$ cat config.mk
export PLATFORM = sky130hd
export DESIGN_NAME = router_fsm
export DESIGN_NICKNAME = d
export VERILOG_FILES = /design/src/rtl/router_pkg.sv /design/src/rtl/router_wait_timer.sv /design/src/rtl/router_fsm.sv
export SDC_FILE = /design/constraint.sdc
export NUM_CORES = 1
export LEC_CHECK = 0
export ABC_AREA = 1
export BUFFER_PORTS_ARGS = -buffer_cell sky130_fd_sc_hd__buf_2
export CAP_MARGIN = 20
export CORE_MARGIN = 10
export CORE_UTILIZATION = 44
export DETAILED_ROUTE_END_ITERATION = 7
export PLACE_DENSITY_LB_ADDON = 0.08
export REMOVE_ABC_BUFFERS = 1
export SLEW_MARGIN = 10
export SYNTH_ARGS = -nofsm -noshare
export SYNTH_HDL_FRONTEND = slang
export SYNTH_SLANG_ARGS = --single-unit
export TNS_END_PERCENT = 1
$ cat constraint.sdc
create_clock -name clock -period 2.3 [get_ports clock]
set_input_delay 0.46 -clock clock [delete_from_list [all_inputs] [get_ports clock]]
set_output_delay 0.46 -clock clock [all_outputs]
set_load 0.02 [all_outputs]
$ cat src/rtl/router_pkg.sv
// Shared types and constants for the router control path.
package router_pkg;

    localparam int NUM_PORTS = 3;
    localparam int ADDR_W    = 2;

    localparam logic [ADDR_W-1:0] ADDR_INVALID = 2'b11;

    typedef enum logic [2:0] {
        DECODE_ADDRESS     = 3'd0,
        LOAD_FIRST_DATA    = 3'd1,
        LOAD_DATA          = 3'd2,
        FIFO_FULL_STATE    = 3'd3,
        LOAD_AFTER_FULL    = 3'd4,
        LOAD_PARITY        = 3'd5,
        CHECK_PARITY_ERROR = 3'd6,
        WAIT_TILL_EMPTY    = 3'd7
    } router_state_e;

endpackage

$ cat src/rtl/router_wait_timer.sv
// Cycle counter bounding how long the FSM may sit in WAIT_TILL_EMPTY.
module router_wait_timer #(
    parameter int LIMIT = 32
) (
    input  logic clock,
    input  logic resetn,
    input  logic enable,
    input  logic clear,
    output logic expired
);

    localparam int CNT_W = $clog2(LIMIT + 1);
    localparam logic [CNT_W-1:0] LAST = CNT_W'(LIMIT - 1);

    logic [CNT_W-1:0] count_r;

    // Count while enabled, restart whenever the FSM leaves the wait state.
    always_ff @(posedge clock or negedge resetn) begin
        if (!resetn) begin
            count_r <= {CNT_W{1'b0}};
        end else if (clear) begin
            count_r <= {CNT_W{1'b0}};
        end else if (enable && (count_r != LAST)) begin
            count_r <= count_r + {{(CNT_W-1){1'b0}}, 1'b1};
        end else begin
            count_r <= count_r;
        end
    end

    assign expired = enable && (count_r == LAST);

endmodule

$ cat src/rtl/router_fsm.sv
// Router write-side sequencer. Define ROUTER_FSM_TIMEOUT_EN to bound
// WAIT_TILL_EMPTY by TIMEOUT_CYCLES and emit a one-cycle timeout pulse.
module router_fsm
    import router_pkg::*;
#(
    parameter int TIMEOUT_CYCLES = 32
) (
    input  logic                 clock,
    input  logic                 resetn,
    input  logic                 pkt_valid,
    input  logic [ADDR_W-1:0]    data_in,
    input  logic                 fifo_full,
    input  logic [NUM_PORTS-1:0] fifo_empty,
    input  logic [NUM_PORTS-1:0] soft_reset,
    input  logic                 parity_done,
    input  logic                 low_pkt_valid,
    output logic                 write_enb_reg,
    output logic                 detect_add,
    output logic                 lfd_state,
    output logic                 ld_state,
    output logic                 laf_state,
    output logic                 full_state,
    output logic                 rst_int_reg,
    output logic                 busy,
    output logic                 timeout
);

    router_state_e     state_r;
    router_state_e     fsm_next_s;
    router_state_e     next_state_s;
    logic [ADDR_W-1:0] addr_r;
    logic              soft_hit_s;
    logic              timer_expired_s;

    logic write_enb_s, detect_add_s, lfd_s, ld_s, laf_s, full_s, rst_int_s, busy_s;
    logic write_enb_r, detect_add_r, lfd_r, ld_r, laf_r, full_r, rst_int_r, busy_r;

`ifdef ROUTER_FSM_TIMEOUT_EN
    logic in_wait_s;
    logic timeout_r;

    assign in_wait_s = (state_r == WAIT_TILL_EMPTY);

    router_wait_timer #(
        .LIMIT (TIMEOUT_CYCLES)
    ) u_wait_timer (
        .clock   (clock),
        .resetn  (resetn),
        .enable  (in_wait_s),
        .clear   (!in_wait_s),
        .expired (timer_expired_s)
    );

    // The pulse lines up with the first DECODE_ADDRESS cycle after expiry.
    always_ff @(posedge clock or negedge resetn) begin
        if (!resetn) begin
            timeout_r <= 1'b0;
        end else begin
            timeout_r <= timer_expired_s;
        end
    end

    assign timeout = timeout_r;
`else
    assign timer_expired_s = 1'b0;
    assign timeout         = 1'b0;
`endif

    // Per-state transition rules, before the soft-reset override.
    always_comb begin
        fsm_next_s = state_r;
        case (state_r)
            DECODE_ADDRESS: begin
                if (pkt_valid && (data_in != ADDR_INVALID)) begin
                    if (fifo_empty[data_in]) fsm_next_s = LOAD_FIRST_DATA;
                    else                     fsm_next_s = WAIT_TILL_EMPTY;
                end else begin
                    fsm_next_s = DECODE_ADDRESS;
                end
            end
            LOAD_FIRST_DATA: fsm_next_s = LOAD_DATA;
            LOAD_DATA: begin
                if (fifo_full)       fsm_next_s = FIFO_FULL_STATE;
                else if (!pkt_valid) fsm_next_s = LOAD_PARITY;
                else                 fsm_next_s = LOAD_DATA;
            end
            FIFO_FULL_STATE: begin
                if (!fifo_full) fsm_next_s = LOAD_AFTER_FULL;
                else            fsm_next_s = FIFO_FULL_STATE;
            end
            LOAD_AFTER_FULL: begin
                if (parity_done)        fsm_next_s = DECODE_ADDRESS;
                else if (low_pkt_valid) fsm_next_s = LOAD_PARITY;
                else                    fsm_next_s = LOAD_DATA;
            end
            LOAD_PARITY: fsm_next_s = CHECK_PARITY_ERROR;
            CHECK_PARITY_ERROR: begin
                if (fifo_full) fsm_next_s = FIFO_FULL_STATE;
                else           fsm_next_s = DECODE_ADDRESS;
            end
            WAIT_TILL_EMPTY: begin
                if (fifo_empty[addr_r])   fsm_next_s = LOAD_FIRST_DATA;
                else if (timer_expired_s) fsm_next_s = DECODE_ADDRESS;
                else                      fsm_next_s = WAIT_TILL_EMPTY;
            end
            default: fsm_next_s = DECODE_ADDRESS;
        endcase
    end

    assign soft_hit_s   = (state_r != DECODE_ADDRESS) && soft_reset[addr_r];
    assign next_state_s = soft_hit_s ? DECODE_ADDRESS : fsm_next_s;

    // State register and destination latch, captured as the header is accepted.
    always_ff @(posedge clock or negedge resetn) begin
        if (!resetn) begin
            state_r <= DECODE_ADDRESS;
            addr_r  <= {ADDR_W{1'b0}};
        end else begin
            state_r <= next_state_s;
            if ((state_r == DECODE_ADDRESS) && (next_state_s != DECODE_ADDRESS)) begin
                addr_r <= data_in;
            end else begin
                addr_r <= addr_r;
            end
        end
    end

    // Decode the upcoming state so the registered strobes track state_r exactly.
    always_comb begin
        write_enb_s  = 1'b0;
        detect_add_s = 1'b0;
        lfd_s        = 1'b0;
        ld_s         = 1'b0;
        laf_s        = 1'b0;
        full_s       = 1'b0;
        rst_int_s    = 1'b0;
        busy_s       = 1'b1;
        case (next_state_s)
            DECODE_ADDRESS:     begin detect_add_s = 1'b1; busy_s = 1'b0; end
            LOAD_FIRST_DATA:    lfd_s = 1'b1;
            LOAD_DATA:          begin ld_s = 1'b1; write_enb_s = 1'b1; busy_s = 1'b0; end
            FIFO_FULL_STATE:    full_s = 1'b1;
            LOAD_AFTER_FULL:    begin laf_s = 1'b1; write_enb_s = 1'b1; end
            LOAD_PARITY:        write_enb_s = 1'b1;
            CHECK_PARITY_ERROR: rst_int_s = 1'b1;
            WAIT_TILL_EMPTY:    busy_s = 1'b1;
            default:            begin detect_add_s = 1'b1; busy_s = 1'b0; end
        endcase
    end

    // Output strobe registers; reset presents the DECODE_ADDRESS pattern.
    always_ff @(posedge clock or negedge resetn) begin
        if (!resetn) begin
            write_enb_r  <= 1'b0;
            detect_add_r <= 1'b1;
            lfd_r        <= 1'b0;
            ld_r         <= 1'b0;
            laf_r        <= 1'b0;
            full_r       <= 1'b0;
            rst_int_r    <= 1'b0;
            busy_r       <= 1'b0;
        end else begin
            write_enb_r  <= write_enb_s;
            detect_add_r <= detect_add_s;
            lfd_r        <= lfd_s;
            ld_r         <= ld_s;
            laf_r        <= laf_s;
            full_r       <= full_s;
            rst_int_r    <= rst_int_s;
            busy_r       <= busy_s;
        end
    end

    assign write_enb_reg = write_enb_r;
    assign detect_add    = detect_add_r;
    assign lfd_state     = lfd_r;
    assign ld_state      = ld_r;
    assign laf_state     = laf_r;
    assign full_state    = full_r;
    assign rst_int_reg   = rst_int_r;
    assign busy          = busy_r;

endmodule

# Word level (Yosys, flattened, before mapping)
# Index checks and enable logic that the tools add are counted.
# Widths: inputs -> output; s select.
[classes] order_cmp=2 eq_ne=14 reduce_logical=9 mux=25
[op_table] operator="$mux 3" count=9
[op_table] operator="$pmux 3 s8" count=1
[op_table] operator="$eq 3x3->1 const B" count=7
[op_table] operator="$eq 3x2->1 const B" count=4
[op_table] operator="$mux 1" count=11
[op_table] operator="$bmux 1 s2" count=3
[op_table] operator="$eq 3x1->1 const B" count=2
[op_table] operator="$logic_not 3->1" count=2
[op_table] operator="$lt 2x3->1 const B" count=2
[op_table] operator="$reduce_bool 3->1" count=2
[op_table] operator="$logic_and 1x1->1" count=3
[op_table] operator="$reduce_or 3->1" count=1
[op_table] operator="$mux 2" count=1
[op_table] operator="$ne 2x2->1 const B" count=1
[op_table] operator="$reduce_or 2->1" count=1
[totals] reg_bits=13 output_inout_bits=9 elab_cells=60 input_bits=14

# Depth between registers and ports, before layout
# Gate-level depths: netlist of run 1.
[depth] ltp_word=9 mapped_depth=12 ltp_nobuf=12

# Least setup slack after synthesis of run 1
# No wires, ideal clock.
[synth_path] kind="flip-flop to flip-flop" from="register state_r[1]" to="register addr_r[1]" stages_incl_launch_ff=11 setup_ps=117 period_less_slack_ps=1305 required_ps=2183 arrival_time_ps=1189 setup_slack_ps=995 n_path_buf=0 cell_sequence="dfrtp_1 > nor2_2 > inv_1 > nor2_1 > nor2_1 > nand3_1 > nand3_2 > nand3_4 > nand2_2 > nand2_1 > nand2_1"
[synth_via] elab_chain_cells=5 word_cells_on_any_way=14 cone_classes="eq/ne (7); mux (2); reduce/logical (5)"
[synth_lines] element="start: declaration" line_no="router_fsm.sv:28" source="router_state_e state_r;"
[synth_lines] element="start signal: assignment" line_no="router_fsm.sv:119" source="state_r <= next_state_s;"
[synth_lines] element="$eq 3x3->1 (tied with other cells)" line_no="router_fsm.sv:72" source="case (state_r)"
[synth_lines] element="$pmux 3 s8 or $logic_and 1x1->1 (tied branches)" line_no="router_fsm.sv:72, router_fsm.sv:110"
[synth_lines] element="$mux 3" line_no="router_fsm.sv:111" source="assign next_state_s = soft_hit_s ? DECODE_ADDRESS : fsm_next_s;"
[synth_lines] element="$reduce_bool 3->1" line_no="router_fsm.sv:120" source="if ((state_r == DECODE_ADDRESS) && (next_state_s != DECODE_ADDRESS)) begin"
[synth_lines] element="$logic_and 1x1->1 *" line_no="router_fsm.sv:120"
[synth_lines] element="end signal: assignment" line_no="router_fsm.sv:117" source="addr_r <= {ADDR_W{1'b0}};"
[synth_lines] element="end signal: assignment" line_no="router_fsm.sv:121" source="addr_r <= data_in;"
[synth_lines] element="end signal: assignment" line_no="router_fsm.sv:123" source="addr_r <= addr_r;"
[synth_lines] element="end: declaration" line_no="router_fsm.sv:31" source="logic [ADDR_W-1:0] addr_r;"
# Mark *: on every way between the ends. The rest lies on a longest branch, timed or not.
# A chain may end at the register's enable or synchronous reset.

# Final worst setup path of run 1
[layout_path] from="register state_r[0]" to="register addr_r[1]"
# The elaborated chain is that of the path after synthesis.

==> flow_summary.json, run 1 <==
{
  "num-nets-final": 145,
  "cts.repair.resized": 0,
  "die_h_um": 61.5,
  "die_w_um": 61.5,
  "irDropWorstVdd_uv": 900,
  "synthCells": 106,
  "status": "finished clean",
  "largest_register_ffs": 3,
  "first_pass_iters": 4,
  "setup_viol": 0,
  "coreArea_mm2": 0.00156,
  "synth_compound_area_share_pct": 3.97,
  "routed_wl_um": 1610,
  "globalRoute.totalOverflow": 0,
  "synthFlopType": "dfrtp_1",
  "start_util_pct": 48.6,
  "stdcell_count": 146,
  "finalWeightedCongestion": 0.818,
  "power.share.clock_pct": 10.0,
  "post_synth_num_cell_types": 21,
  "yosys_warnings": 0,
  "rr_worst_depth": 10,
  "cts_hold_repair.buffers": 0,
  "ys_seq_elements": 13,
  "ios": 23,
  "place_area_um2": 875,
  "critical_path_required_ns": 2.45,
  "rsz0062_at_grt": "no",
  "syn2layout_area_growth_pct": 19.0,
  "cap_violations": 0,
  "cts_max_level": 1,
  "antenna_cells": 0,
  "async_flop_share_pct": 100,
  "final_antenna_net_count": 0,
  "synth-simple-area-share_pct": 40.0,
  "maxSlewViolCount": 0,
  "clock_latency_ns": 0.26,
  "drt-wirelength-per-cell_um": 11.0,
  "combPwrFrac_pct": 59.4,
  "drc": 0,
  "syn_area_per_cell_um2": 7.14,
  "routed_via_density": 4.73,
  "syn-cell-area_um2": 757,
  "critical_path_class": "reg2reg",
  "p_leak_nw": 0.554,
  "cp-start-kind": "register",
  "endpoint_kind": "register",
  "min_path_type": "in2async",
  "layout-drive-gt1-share_pct": 26.9,
  "regMostFlops": "state_r",
  "cts.reportedPaths.clkPinSlew_ns": 0.07,
  "fin_crit_sh_pct": 64.4,
  "clock_sinks": 13,
  "clock.fmax_ghz": 0.675,
  "power.density_mw_per_mm2": 1430,
  "grt_max_degree": 14,
  "yosysSeqAreaShare_pct": 43.1,
  "antenna_found_initial": 0,
  "postCtsSetupRepairBufs": 0,
  "synth-xor-area-share_pct": 0,
  "cts_tree": "yes",
  "clock_path_buffers": 2,
  "p_sw_w": 0.000640,
  "dieArea_mm2": 0.00378,
  "final-hold-violation-count": 0,
  "hold_slack_ns": 0.0640,
  "n_fill_cell": 154,
  "power.internal_w": 0.000651,
  "grt_use_total_pct": 9.14,
  "p_seq_share_pct": 30.7,
  "dp_cells": 142,
  "final.setup.tns_ns": 0,
  "cp_max_fo": 7,
  "min_period_ns": 1.48,
  "yosys.area_share.adder_pct": 0,
  "vias": 690,
  "muxShareOfSynthArea_pct": 0,
  "synth_edf_count": 0,
  "cts_made_buffers": 3,
  "swShare_pct": 49.6,
  "skew_ns": 0.00196,
  "finalWorstSetupSlack_ns": 0.818,
  "grt_pass1_vias": 626,
  "row_count": 14,
  "top_regs": "state_r (3), addr_r (2)",
  "arrival_ns": 1.64,
  "ctsRootBufferMaster": "clkbuf_4",
  "pre_cts_ws_ns": 0.763,
  "drtIter0Drc": 21,
  "io_buffers": 21,
  "design_area_um2": 901,
  "dp_hpwl_um": 1370,
  "synth_top_family_by_area": "simple AND/OR/NAND/NOR gates",
  "grt_pass1_wl_um": 2680
}
[critical path, stage by stage, from the launching register on]
cell and delay, ns:
dfrtp_1 0.46, nor2_2 0.14, inv_1 0.05, nor2_1 0.14, nor2_1 0.06, nand3_1 0.09, nand3_2 0.14, nand3_4 0.13
nand2_2 0.06, nand2_1 0.05, nand2_1 0.05
[logic make-up after synthesis]
family	count (synthesis)
AO/OA/AOI/OAI	6
other	1
buffers and inverters	24
flip-flops	13
AND/OR/NAND/NOR	62
[through the flow]
| step | total power (W) | utilization (%) |
|---|---|---|
| 2_1_floorplan | 0.000995 | - |
| 3_3_place_gp | 0.00116 | 56.1 |
| 3_5_place_dp | 0.00118 | 56.1 |
| 4_1_cts | 0.00132 | 57.8 |
| 5_1_grt | 0.00144 | 57.8 |
| 6_report | 0.00129 | 57.8 |
[Yosys cell counts (2+ instances only)]
cell type / number / area [um^2]
nand3b_1: 2 / 15.0
o21ai_0: 3 / 15.0
nand2_2: 3 / 18.8
nand2_1: 28 / 105
a21oi_1: 2 / 10.0
inv_2: 3 / 11.3
dfrtp_1: 12 / 300
nand4_1: 2 / 12.5
nor2_1: 8 / 30.0
nand3_1: 13 / 65.1
inv_1: 20 / 75.1
[layer usage]
metal	vias up	part of all wire [%]	track usage, %
met3	2	11	3.09
li1	370	-	-
met2	18	47	14.3
met5	-	0	0
met4	0	0.68	3.82
met1	300	41	11.2
[layout make-up]
type                            count  area (um^2)  area share [%]
Timing Repair Buffer               21          105            11.7
Inverter                           23         86.3            9.58
Multi-Input combinational cell     69          337            37.4
Clock buffer                        4         26.3            2.92
Sequential cell                    13          327            36.2
Tap cell                           16         20.0            2.22
[power by group through the flow]
stage / clock, W / combinational [W] / sequential [W]
3_5_place_dp: 0 / 0.000777 / 0.000401
5_1_grt: 0.000144 / 0.000882 / 0.000409
4_1_cts: 0.000137 / 0.000782 / 0.000396
3_3_place_gp: 0 / 0.000762 / 0.000400
2_1_floorplan: 0 / 0.000537 / 0.000458
6_report: 0.000129 / 0.000767 / 0.000396
[placed cells by master, fill, tap and decap left out]
cell / n
conb_1: 1
nand3_2: 1
nand2_2: 3
inv_2: 3
nor2b_1: 1
o21ai_0: 3
nand3b_1: 2
o21ai_1: 1
clkbuf_4: 3
nand4_1: 2
a21oi_1: 2
nand3_1: 13
nand3_4: 1
nor3_1: 1
dfstp_2: 1
buf_2: 21
nand2_4: 1
dfrtp_1: 12
nor2_2: 1
inv_1: 20
nor2_1: 8
nand2_1: 28
clkbuf_1: 1
[worst paths after layout]
kind	from	endpoint	slack, ns
min in group clock	data_in[1]	addr_r[1]	0.48
min reg2reg	addr_r[0]	addr_r[0]	0.52
min	resetn	lfd_state	0.06
max in group asynchronous	resetn	detect_add	1.96
max	state_r[0]	addr_r[1]	0.82
max reg2reg	state_r[0]	addr_r[1]	0.82
Note: power is estimated with default switching activity, not from simulation.
==> inputs of run 2 (changes only) <==
- clock period: 2.3 -> 1.4 ns (I/O delays scaled with it)
==> run 2 against run 1 <==
The flow now finishes with violations (negative setup slack). Register-to-register slack got worse by 0.84 ns. Combinational power increased by 130%. Sequential power is 71% higher. Critical path depth decreased by 1. Via count is 10% higher. Worst hold slack better by 0.24 ns. Critical endpoint unchanged. Clock skew is essentially flat. Clock power is 67% higher. Clock-buffer cell count unchanged. Critical path type unchanged. Final area rose by 17%. Total power increased by 110%. Setup slack lost 0.84 ns.
==> flow_summary.json, run 2 (same netlist as run 1, synthesis figures left out) <==
{
  "hold_depth": 3,
  "min_path_type": "in2reg",
  "critical_path_class": "reg2reg",
  "regMostFlops": "state_r",
  "grt_use_total_pct": 9.62,
  "rsz0062_at_grt": "yes",
  "globalRoute.totalOverflow": 0,
  "drt-wirelength-per-cell_um": 12.2,
  "crit_chain": "nor2_4 -> nand2_4 -> a21oi_1 -> a21oi_2 -> nand2_2 -> nand3_4 -> nand2_2 -> nand2_1 -> nand2_1",
  "irDropWorstVdd_uv": 1440,
  "antenna_cells": 0,
  "skew_ns": 0.00180,
  "largest_register_ffs": 3,
  "r2r-end": "addr_r[1]",
  "fin_crit_sh_pct": 102,
  "row_count": 14,
  "drc": 0,
  "min_period_ns": 1.43,
  "finalPower_w": 0.00265,
  "layout_commonest_cell": "buf_2",
  "grt_pass1_vias": 695,
  "setup_viol": 2,
  "final_antenna_net_count": 0,
  "syn2layout_area_growth_pct": 38.7,
  "top_regs": "state_r (3), addr_r (2)",
  "vias": 761,
  "holdPathEnd": "addr_r[0]",
  "cts.reportedPaths.clkPinSlew_ns": 0.07,
  "drtIter0Drc": 13,
  "arrival_ns": 1.63,
  "dp_cells": 143,
  "stdcell_count": 153,
  "p_leak_nw": 0.598,
  "rr_worst_depth": 9,
  "cap_violations": 0,
  "coreArea_mm2": 0.00156,
  "routed_via_density": 4.97,
  "start_util_pct": 48.6,
  "dieArea_mm2": 0.00378,
  "num-nets-final": 152,
  "mostFrequentLayoutCells": "buf_2, nand2_1, inv_1",
  "grt_max_degree": 14,
  "clock_path_buffers": 2,
  "rr_startpoint": "state_r[1]",
  "routed_wl_um": 1860,
  "first_pass_iters": 4,
  "cts_tree": "yes",
  "final-hold-violation-count": 0,
  "clock_latency_ns": 0.27,
  "cp_max_fo": 6,
  "dp_hpwl_um": 1370,
  "endpoint_kind": "register",
  "cts_max_level": 1,
  "multi_input_area_um2": 417,
  "ios": 23,
  "critical_path_required_ns": 1.61,
  "die_h_um": 61.5,
  "ctsRootBufferMaster": "clkbuf_4",
  "finalWorstSetupSlack_ns": -0.0251,
  "final.setup.tns_ns": -0.0390,
  "power.density_mw_per_mm2": 2520,
  "grt_pass1_wl_um": 2810,
  "utilization_pct": 67.3,
  "cp-start-kind": "register",
  "antenna_found_initial": 0,
  "final-seq-area_um2": 330,
  "status": "finished with violations",
  "r2r_slack_ns": -0.03,
  "io_buffers": 21,
  "layout-drive-gt1-share_pct": 48.2,
  "holdCritStartpoint": "data_in[0]",
  "n_fill_cell": 136,
  "clock_sinks": 13,
  "place_area_um2": 882,
  "finalWeightedCongestion": 0.848,
  "design_area_mm2": 0.00105,
  "clock.fmax_ghz": 0.702,
  "failed_checks": "negative setup slack",
  "maxSlewViolCount": 0,
  "die_w_um": 61.5,
  "slowest_delay_ns": 0.45,
  "slowest_stage": "dfrtp_2",
  "cts_made_buffers": 3
}
[run 2: cell types whose count changed in the layout (fill, tap and decap cells not counted), sizes merged]
cell         before  now
dlygate4sd3       0    1
buf              21   27
[run 2: area by class of cell]
class                      count  area share (%)
multi-input combinational     69            39.7
sequential                    13            31.5
timing repair buffer          28            16.0
inverter                      23            8.46
clock buffer                   4            2.50
tap                           16            1.91
[run 2: worst max path at each step]
stage	startpoint	endpoint	slack, ns	cells past startpoint
2_1_floorplan	state_r[1]	addr_r[1]	0.09	10
3_3_place_gp	state_r[0]	addr_r[1]	-0.08	10
3_5_place_dp	state_r[0]	addr_r[1]	-0.09	10
4_1_cts	state_r[0]	addr_r[1]	-0.02	10
5_1_grt	state_r[1]	addr_r[1]	-0.11	9
6_report	state_r[1]	addr_r[1]	-0.03	9
[run 2: worst max-delay path: cells and delay by family (launching register included)]
family / cells / cell delay [ns]
flip-flops: 1 / 0.45
AO/OA/AOI/OAI: 2 / 0.24
AND/OR/NAND/NOR: 7 / 0.67
[run 2: stage by stage]
| stage | setup slack (ns) | hold WS [ns] |
|---|---|---|
| final | -0.0251 | 0.305 |
| after global routing | -0.112 | 0.298 |
| after CTS | -0.0182 | 0.290 |
| after detailed placement | -0.0917 | 0.174 |
| after global placement | -0.0831 | 0.171 |
| after floorplan | 0.0946 | -0.0156 |
[run 2: what timing repair did]
item	4_1_cts	5_1_grt
hold endpoints to repair	12	0
gates resized for setup	10	26
pin swaps	7	12
hold buffers	1	0
setup buffers	4	1
setup endpoints to repair	4	10
[run 2: power breakdown]
part	internal, W	switching, W
sequential	0.000559	0.000120
clock	0.000110	0.000106
combinational	0.000678	0.00108
total	0.00135	0.00130
[run 2: metal layers]
metal | routed length [um] | vias up | share of wire [%] | track usage (%)
met5 | 0 | - | 0 | 0
met4 | 16 | 0 | 0.86 | 3.82
met3 | 178 | 4 | 9.5 | 4.32
met2 | 946 | 19 | 51 | 15.2
met1 | 723 | 351 | 39 | 11.1
li1 | - | 387 | - | -
